$ cat config.mk
export PLATFORM = sky130hd
export DESIGN_NAME = serial_pattern_tx
export DESIGN_NICKNAME = d
export VERILOG_FILES = /design/src/rtl/pattern_tx_pkg.sv /design/src/rtl/bit_timer.sv /design/src/rtl/serial_pattern_tx.sv
export SDC_FILE = /design/constraint.sdc
export NUM_CORES = 1
export LEC_CHECK = 0
export ABC_AREA = 1
export CELL_PAD_IN_SITES_DETAIL_PLACEMENT = 2
export CELL_PAD_IN_SITES_GLOBAL_PLACEMENT = 2
export CORE_ASPECT_RATIO = 1.25
export CORE_UTILIZATION = 26
export CTS_CLUSTER_SIZE = 25
export DETAILED_ROUTE_END_ITERATION = 10
export PLACE_DENSITY_LB_ADDON = 0.1
export SYNTH_ARGS = -nofsm -noshare
export SYNTH_HDL_FRONTEND = slang
export SYNTH_SLANG_ARGS = --single-unit
$ cat constraint.sdc
create_clock -name clk -period 1.3 [get_ports clk]
set_input_delay 0.26 -clock clk [delete_from_list [all_inputs] [get_ports clk]]
set_output_delay 0.26 -clock clk [all_outputs]
set_load 0.05 [all_outputs]
$ cat src/rtl/pattern_tx_pkg.sv
// Shared state codes for the serial pattern transmitter.
// The state code is also shown directly on the board LEDs.
package pattern_tx_pkg;

    typedef logic [1:0] state_t;

    localparam state_t S_IDLE = 2'b00;
    localparam state_t S_SEND = 2'b01;
    localparam state_t S_DONE = 2'b11;

endpackage

$ cat src/rtl/bit_timer.sv
// Mod-DIV bit timer: bit_tick marks the last clock of each held bit.
// With DIV = 1 every enabled clock is a bit boundary, so no counter is built.
module bit_timer #(
    parameter int DIV = 1
) (
    input  logic clk,
    input  logic reset,
    input  logic clear,
    input  logic en,
    output logic bit_tick
);

    generate
        if (DIV == 1) begin : g_pass
            logic unused_inputs;
            assign unused_inputs = clk ^ reset ^ clear;
            assign bit_tick      = en;
        end else begin : g_count
            localparam int CW = $clog2(DIV);

            logic [CW-1:0] count;

            // Count 0..DIV-1 while enabled; clear restarts the bit on a new frame load
            always_ff @(posedge clk or posedge reset) begin
                if (reset) begin
                    count <= '0;
                end else if (clear) begin
                    count <= '0;
                end else if (en) begin
                    if (count == CW'(DIV - 1)) begin
                        count <= '0;
                    end else begin
                        count <= count + CW'(1);
                    end
                end
            end

            assign bit_tick = en && (count == CW'(DIV - 1));
        end
    endgenerate

endmodule

$ cat src/rtl/serial_pattern_tx.sv
// Serial stimulus transmitter for the two-in-a-row detector.
// Shifts a WIDTH-bit word out MSB-first, DIV clocks per bit, and drives
// z_exp, the golden "last two frame bits equal" flag, aligned with w.
module serial_pattern_tx
    import pattern_tx_pkg::*;
#(
    parameter int WIDTH = 8,
    parameter int DIV   = 1
) (
    input  logic                     clk,
    input  logic                     reset,
    input  logic                     start,
    input  logic [WIDTH-1:0]         data,
    output logic                     w,
    output logic                     w_valid,
    output logic                     busy,
    output logic                     done,
    output logic                     z_exp,
    output logic [$clog2(WIDTH)-1:0] bit_index,
    output logic [1:0]               state_leds
);

    localparam int IW = $clog2(WIDTH);
    localparam int FW = $clog2(WIDTH + 1);

    state_t           state;
    state_t           next_state;
    logic [WIDTH-1:0] shreg;
    logic             prev_bit;
    logic [FW-1:0]    frame_cnt;
    logic             load;
    logic             sending;
    logic             bit_tick;

    // A start only counts between frames; once SEND begins it is ignored
    assign load    = start && ((state == S_IDLE) || (state == S_DONE));
    assign sending = (state == S_SEND);

    bit_timer #(
        .DIV(DIV)
    ) u_bit_timer (
        .clk     (clk),
        .reset   (reset),
        .clear   (load),
        .en      (sending),
        .bit_tick(bit_tick)
    );

    // State register
    always_ff @(posedge clk or posedge reset) begin
        if (reset) begin
            state <= S_IDLE;
        end else begin
            state <= next_state;
        end
    end

    // Next-state logic; the unused code 2'b10 falls back to IDLE
    always_comb begin
        next_state = S_IDLE;
        case (state)
            S_IDLE:  next_state = start ? S_SEND : S_IDLE;
            S_SEND:  next_state = (bit_tick && (bit_index == '0)) ? S_DONE : S_SEND;
            S_DONE:  next_state = start ? S_SEND : S_IDLE;
            default: next_state = S_IDLE;
        endcase
    end

    // Frame datapath: load on accepted start, shift and remember the outgoing bit on each bit boundary
    always_ff @(posedge clk or posedge reset) begin
        if (reset) begin
            shreg     <= '0;
            bit_index <= '0;
            prev_bit  <= 1'b0;
            frame_cnt <= '0;
        end else if (load) begin
            shreg     <= data;
            bit_index <= IW'(WIDTH - 1);
            prev_bit  <= 1'b0;
            frame_cnt <= '0;
        end else if (sending && bit_tick && (bit_index != '0)) begin
            shreg     <= {shreg[WIDTH-2:0], 1'b0};
            bit_index <= bit_index - IW'(1);
            prev_bit  <= shreg[WIDTH-1];
            frame_cnt <= frame_cnt + FW'(1);
        end
    end

    // Outputs decoded from registered state only, never from start
    always_comb begin
        w          = 1'b0;
        w_valid    = 1'b0;
        busy       = 1'b0;
        done       = 1'b0;
        z_exp      = 1'b0;
        state_leds = state;
        case (state)
            S_SEND: begin
                w       = shreg[WIDTH-1];
                w_valid = 1'b1;
                busy    = 1'b1;
                z_exp   = (frame_cnt != '0) && (shreg[WIDTH-1] == prev_bit);
            end
            S_DONE: begin
                done = 1'b1;
            end
            default: begin
                w = 1'b0;
            end
        endcase
    end

endmodule

==> results.cfg, run 1 <==
[run_status]
outcome = complete, but fails checks
violations = setup timing

[layout]
fillers = 322
antenna_cells = 0
multi_input_area_um2 = 742
seq_area_um2 = 455
post-route-util_pct = 58.9
drive_above_1_share_pct = 70.7
stdcell_area_um2 = 2070
fin_cells = 213
layout.nets = 195
syn_to_final_growth_pct = 114

[logic_synthesis]
seq_area_frac_synth_pct = 46.6
synth_seq_cells = 18
synthesis.nets = 132
synth_compound_area_share_pct = 6.35
synthAdderAreaFrac_pct = 10.4
synth_top_family_by_area = simple AND/OR/NAND/NOR gates
yosys-mux-area-fraction_pct = 0
post_synth.cell_area_avg_um2 = 8.55
synthDistinctLibCells = 18
ys_warn_count = 0
synth_area_um2 = 966
synth-simple-area-share_pct = 26.0
synth_cells = 113
synth-xor-area-share_pct = 1.81

[critical_path]
arrival_ps = 1420
required_ps = 1040
start_kind = flop
crit_start = frame_cnt[1]
crit_path_max_incr_delay_ps = 420
crit_slowest_cell = dfrtp_1
critPathKind = reg -> out
end_kind = output port
reg2regPathDepth = 10
cp_max_fo = 2
cp_cell_sequence = inv_2, ha_4, nand2_4, nor2_4, nor3_4, buf_12
regToRegStartpoint = state_leds[0]

[clock_network]
cts.sinks = 18
clk_latency_ps = 260
htreeDepth = 1
clockRootBuffer = clkbuf_8
cts_buffers = 3
clkTransAtPathRegs_ps = 70
cts_buffer_depth = 2
cts_tree = yes

[detailed_routing]
firstDrtPassIters = 4
vias = 1063
wl_per_cell_um = 22.8
drtAntennaViolNets = 0
viasPerCell = 4.99
drc_errors = 0
drt-initial-drc-count = 31
totalWireLength_mm = 4.85

[placed_design]
gp_congestion = 0.695
dp_hpwl_mm = 2.19
portBuffers = 20
place_worst_setup_slack_ps = -98.7
dp_cells = 188
place_area_um2 = 1530

[sta]
finalClockSkew_ps = 1.03
report.final.slew_viol_count = 0
tightest_slew_ps = 286
relSlewSlack_pct = 80.9
period_share_pct = 129
fmax_ghz = 0.595
setup_viol_count_final = 24
layout_setup_ws_ps = -380
hold_viol = 0
grt_setup_unrepaired = yes
final.min_clock_period_ps = 1680

[die]
die_area_um2 = 3960
initial_core_util_pct = 27.5
row_count = 24
fp.dieW_um = 56.5
coreArea_um2 = 3510
io_pins = 21
fp.dieH_um = 70.1

[global_route]
grt_pass1_wl_mm = 5.94
grt_max_degree = 19
grt_usage_pct = 20.4
antenna_found_initial = 0
overflow = 0
grt_pass1_vias = 1146

[job]
drv_cap = 0

[min_path]
holdCritPathClass = in -> async
[sequential cells by signal, summed over array words and instances (netlist names)]
signal / cells
prev_bit: 1
shreg: 8
bit_index: 3
frame_cnt: 4
state_leds: 2
[stage by stage]
stage | hold slack [ps] | TNS (ps)
2_1_floorplan | 198 | -3110
3_3_place_gp | 502 | -416
3_5_place_dp | 514 | -1040
4_1_cts | 349 | -2910
5_1_grt | 423 | -5590
6_report | 381 | -4550
[metal layers]
metal / routed length (um) / vias to the layer above / global-route usage, % / share of wire [%]
li1: - / 483 / - / -
met1: 1950 / 549 / 23.3 / 40
met2: 2730 / 24 / 39.0 / 56
met3: 91 / 7 / 2.22 / 1.9
met4: 83 / 0 / 5.69 / 1.7
met5: 0 / - / 0 / 0
[cell usage in the layout (no fill, tap or decap), drive strengths merged, types with 3 or more instances in the layout]
| master | instances |
|---|---|
| ha | 8 |
| nor2 | 4 |
| inv | 15 |
| dfrtp | 18 |
| nand3 | 19 |
| clkbuf | 3 |
| a21oi | 3 |
| buf | 48 |
| clkdlybuf4s50 | 10 |
| o21ai | 7 |
| nand2 | 34 |
[area by class of cell]
| type | count | share of cell area, % |
|---|---|---|
| timing repair inverter | 2 | 1.09 |
| multi-input combinational | 78 | 35.9 |
| clock buffer | 3 | 2.00 |
| timing repair buffer | 58 | 32.6 |
| sequential | 18 | 22.0 |
| inverter | 15 | 4.11 |
| tap | 39 | 2.36 |
[path summary, 6_finish.rpt]
path                                       to  slack (ps)
worst max-delay path                    z_exp        -380
worst min-delay path             frame_cnt[1]         380
worst max register to register       shreg[7]        -270
worst min register to register       shreg[6]         560
max in group asynchronous       state_leds[0]         690
min in group clk                     shreg[6]         560
[repair_timing]
| item | 4_1_cts | 5_1_grt |
|---|---|---|
| setup buffers | 9 | 10 |
| hold buffers | 0 | 0 |
| endpoints found under the setup margin | 22 | 24 |
| pin swaps | 9 | 17 |
| gates cloned | 1 | 2 |
| resized for setup | 42 | 43 |
[critical path: cells and delay by family (launching register included)]
kind	cells	cell delay, ps
fa+ha+maj	1	170
simple gates	3	320
buf+inv	2	250
flops	1	420
[Yosys cell counts]
cell type / instances / share of area (%)
a21oi_4: 1 / 1.7
inv_2: 3 / 1.2
inv_1: 11 / 4.3
buf_6: 1 / 1.2
a21oi_1: 2 / 1.0
nand2_1: 30 / 12
dfrtp_1: 18 / 47
nand3_1: 19 / 9.8
nor3_1: 1 / 0.52
nand2_4: 1 / 1.2
o21ai_1: 2 / 1.0
xor2_1: 2 / 1.8
nand2_2: 2 / 1.3
inv_4: 1 / 0.65
ha_1: 8 / 10
nor2_1: 4 / 1.6
o21ai_0: 5 / 2.6
buf_4: 2 / 1.6
[cells by family after synthesis]
group | after synthesis
DFF | 18
xor gates and xnor gates | 2
AOI/OAI and AO/OA | 10
and+or+nand+nor | 57
buffers and inverters | 18
adders and majority gates | 8
Power of run 1 is not shown: default switching activity piles up to over one toggle a cycle in this logic, so the estimate is an artifact.
==> run 2: changes to the inputs <==
--- a/config.mk
+++ b/config.mk
@@ -13,6 +13,7 @@
 export CTS_CLUSTER_SIZE = 25
 export DETAILED_ROUTE_END_ITERATION = 10
 export PLACE_DENSITY_LB_ADDON = 0.1
+export SKIP_CTS_REPAIR_TIMING = 1
 export SYNTH_ARGS = -nofsm -noshare
 export SYNTH_HDL_FRONTEND = slang
 export SYNTH_SLANG_ARGS = --single-unit
==> run 2 against run 1 <==
Against the previous run: critical path type unchanged; the run still ends with setup timing left; register-to-register slack better by 190 ps; utilization is 10 points lower; clock skew is 4.4 ps higher; first-iteration DRC count is 58% lower; via count is 13% lower; maximum frequency is 5.4% higher; worst setup slack better by 86 ps; flip-flop and latch count stayed put; die area stayed put; sequential share of layout area is 4.6 points higher; global-route usage is 4.6 points lower.
==> results.cfg, run 2 (same netlist as run 1, synthesis figures left out) <==
[layout]
drive_above_1_share_pct = 47.8
reg_top3 = shreg: 8 flops, frame_cnt: 4 flops, bit_index: 3 flops
largest_reg_flops = 8
syn_to_final_growth_pct = 77.5
final_cell_mix = nand2_1, buf_4, dfrtp_1
layout.nets = 180
seq_area_um2 = 455
multi_input_area_um2 = 581
antenna_cells = 0
fillers = 363
final_common_cell = nand2_1
largest_register = shreg

[critical_path]
end_kind = output port
arrival_ps = 1330
worst_r2r_endpoint = shreg[7]
cp_cell_sequence = inv_2, ha_4, inv_4, nor3_4, buf_12
start_kind = flop
crit_slowest_cell = dfrtp_2
cp_max_fo = 3
reg2regPathDepth = 8
required_ps = 1040
critPathKind = reg -> out
crit_path_max_incr_delay_ps = 420
reg2reg_slack_ps = -80
regToRegStartpoint = state_leds[0]

[sta]
fmax_ghz = 0.627
grt_setup_unrepaired = yes
layout_setup_ws_ps = -294
setup_viol_count_final = 19
tightest_slew_ps = 274
final.min_clock_period_ps = 1590
finalClockSkew_ps = 5.42
hold_viol = 0
report.final.slew_viol_count = 0
tns_ps = -1700
relSlewSlack_pct = 81.7
holdWs_ps = 332
period_share_pct = 123

[detailed_routing]
totalWireLength_mm = 2.97
firstDrtPassIters = 4
drt-initial-drc-count = 13
drtAntennaViolNets = 0
vias = 924
wl_per_cell_um = 15.0
drc_errors = 0
viasPerCell = 4.67

[placed_design]
portBuffers = 20
gp_congestion = 0.695
dp_hpwl_mm = 2.19

[run_status]
violations = setup timing
outcome = complete, but fails checks

[clock_network]
cts_buffer_depth = 2
clkTransAtPathRegs_ps = 70
cts_tree = yes
clk_latency_ps = 250
htreeDepth = 1
clockRootBuffer = clkbuf_8
cts_buffers = 3
cts.sinks = 18

[die]
initial_core_util_pct = 27.5
fp.dieW_um = 56.5
io_pins = 21
fp.dieH_um = 70.1
die_area_um2 = 3960
row_count = 24
coreArea_um2 = 3510

[pwr]
ir_drop_v = 0.00215
total_power_mw = 5.25
leakagePower_nw = 0.819
p_per_area_nw_per_um2 = 3060

[min_path]
holdCritPathClass = in -> async

[global_route]
grt_pass1_vias = 1003
grt_pass1_wl_mm = 4.78
overflow = 0
antenna_found_initial = 0
grt_max_degree = 19
grt_usage_pct = 15.8

[job]
drv_cap = 0
[run 2: worst max path at each step]
stage / to / startpoint / slack, ps / depth (start not counted)
after global routing: z_exp / frame_cnt[1] / -360 / 6
final: z_exp / state_leds[1] / -290 / 5
after detailed placement: frame_cnt[1] / state_leds[0] / -100 / 7
after CTS: z_exp / frame_cnt[0] / -350 / 6
after global placement: shreg[7] / start / -60 / 7
after floorplan: z_exp / state_leds[1] / -370 / 4
[run 2: cell type report]
type	count	share of cell area, %
Timing Repair Buffer	46	30.2
Clock buffer	3	2.41
Sequential cell	18	26.6
Inverter	15	4.09
Tap cell	39	2.85
Multi-Input combinational cell	77	33.9
[run 2: critical path, delay by kind of cell, from the launching register on]
family                     cells  cell delay, ps
adders and majority gates      1             160
buffers and inverters          3             290
DFF                            1             420
and+or+nand+nor                1             210
[run 2: stage by stage]
step / utilization (%) / instance area (um^2) / worst slack, ps / cells
after global placement: 43.4 / 1530 / -57.0 / 188
after CTS: 44.6 / 1570 / -352 / 191
after global routing: 48.8 / 1710 / -356 / 198
after detailed placement: 43.4 / 1530 / -98.7 / 188
final: 48.8 / 1710 / -294 / 198
after floorplan: - / 1060 / -365 / 113
[run 2: per-layer routing]
metal	track usage (%)	routed length [um]	part of all wire, %
met4	5.69	44	1.5
met3	2.22	67	2.3
met5	0	0	0
met2	28.5	1680	57
met1	18.5	1180	40
[run 2: power breakdown]
group | internal, mW | leakage [nW] | switching [mW]
clock network | 0.206 | 0.0216 | 0.186
registers | 0.821 | 0.222 | 0.168
logic | 1.80 | 0.575 | 2.07
(Power assumes the default switching activity.)
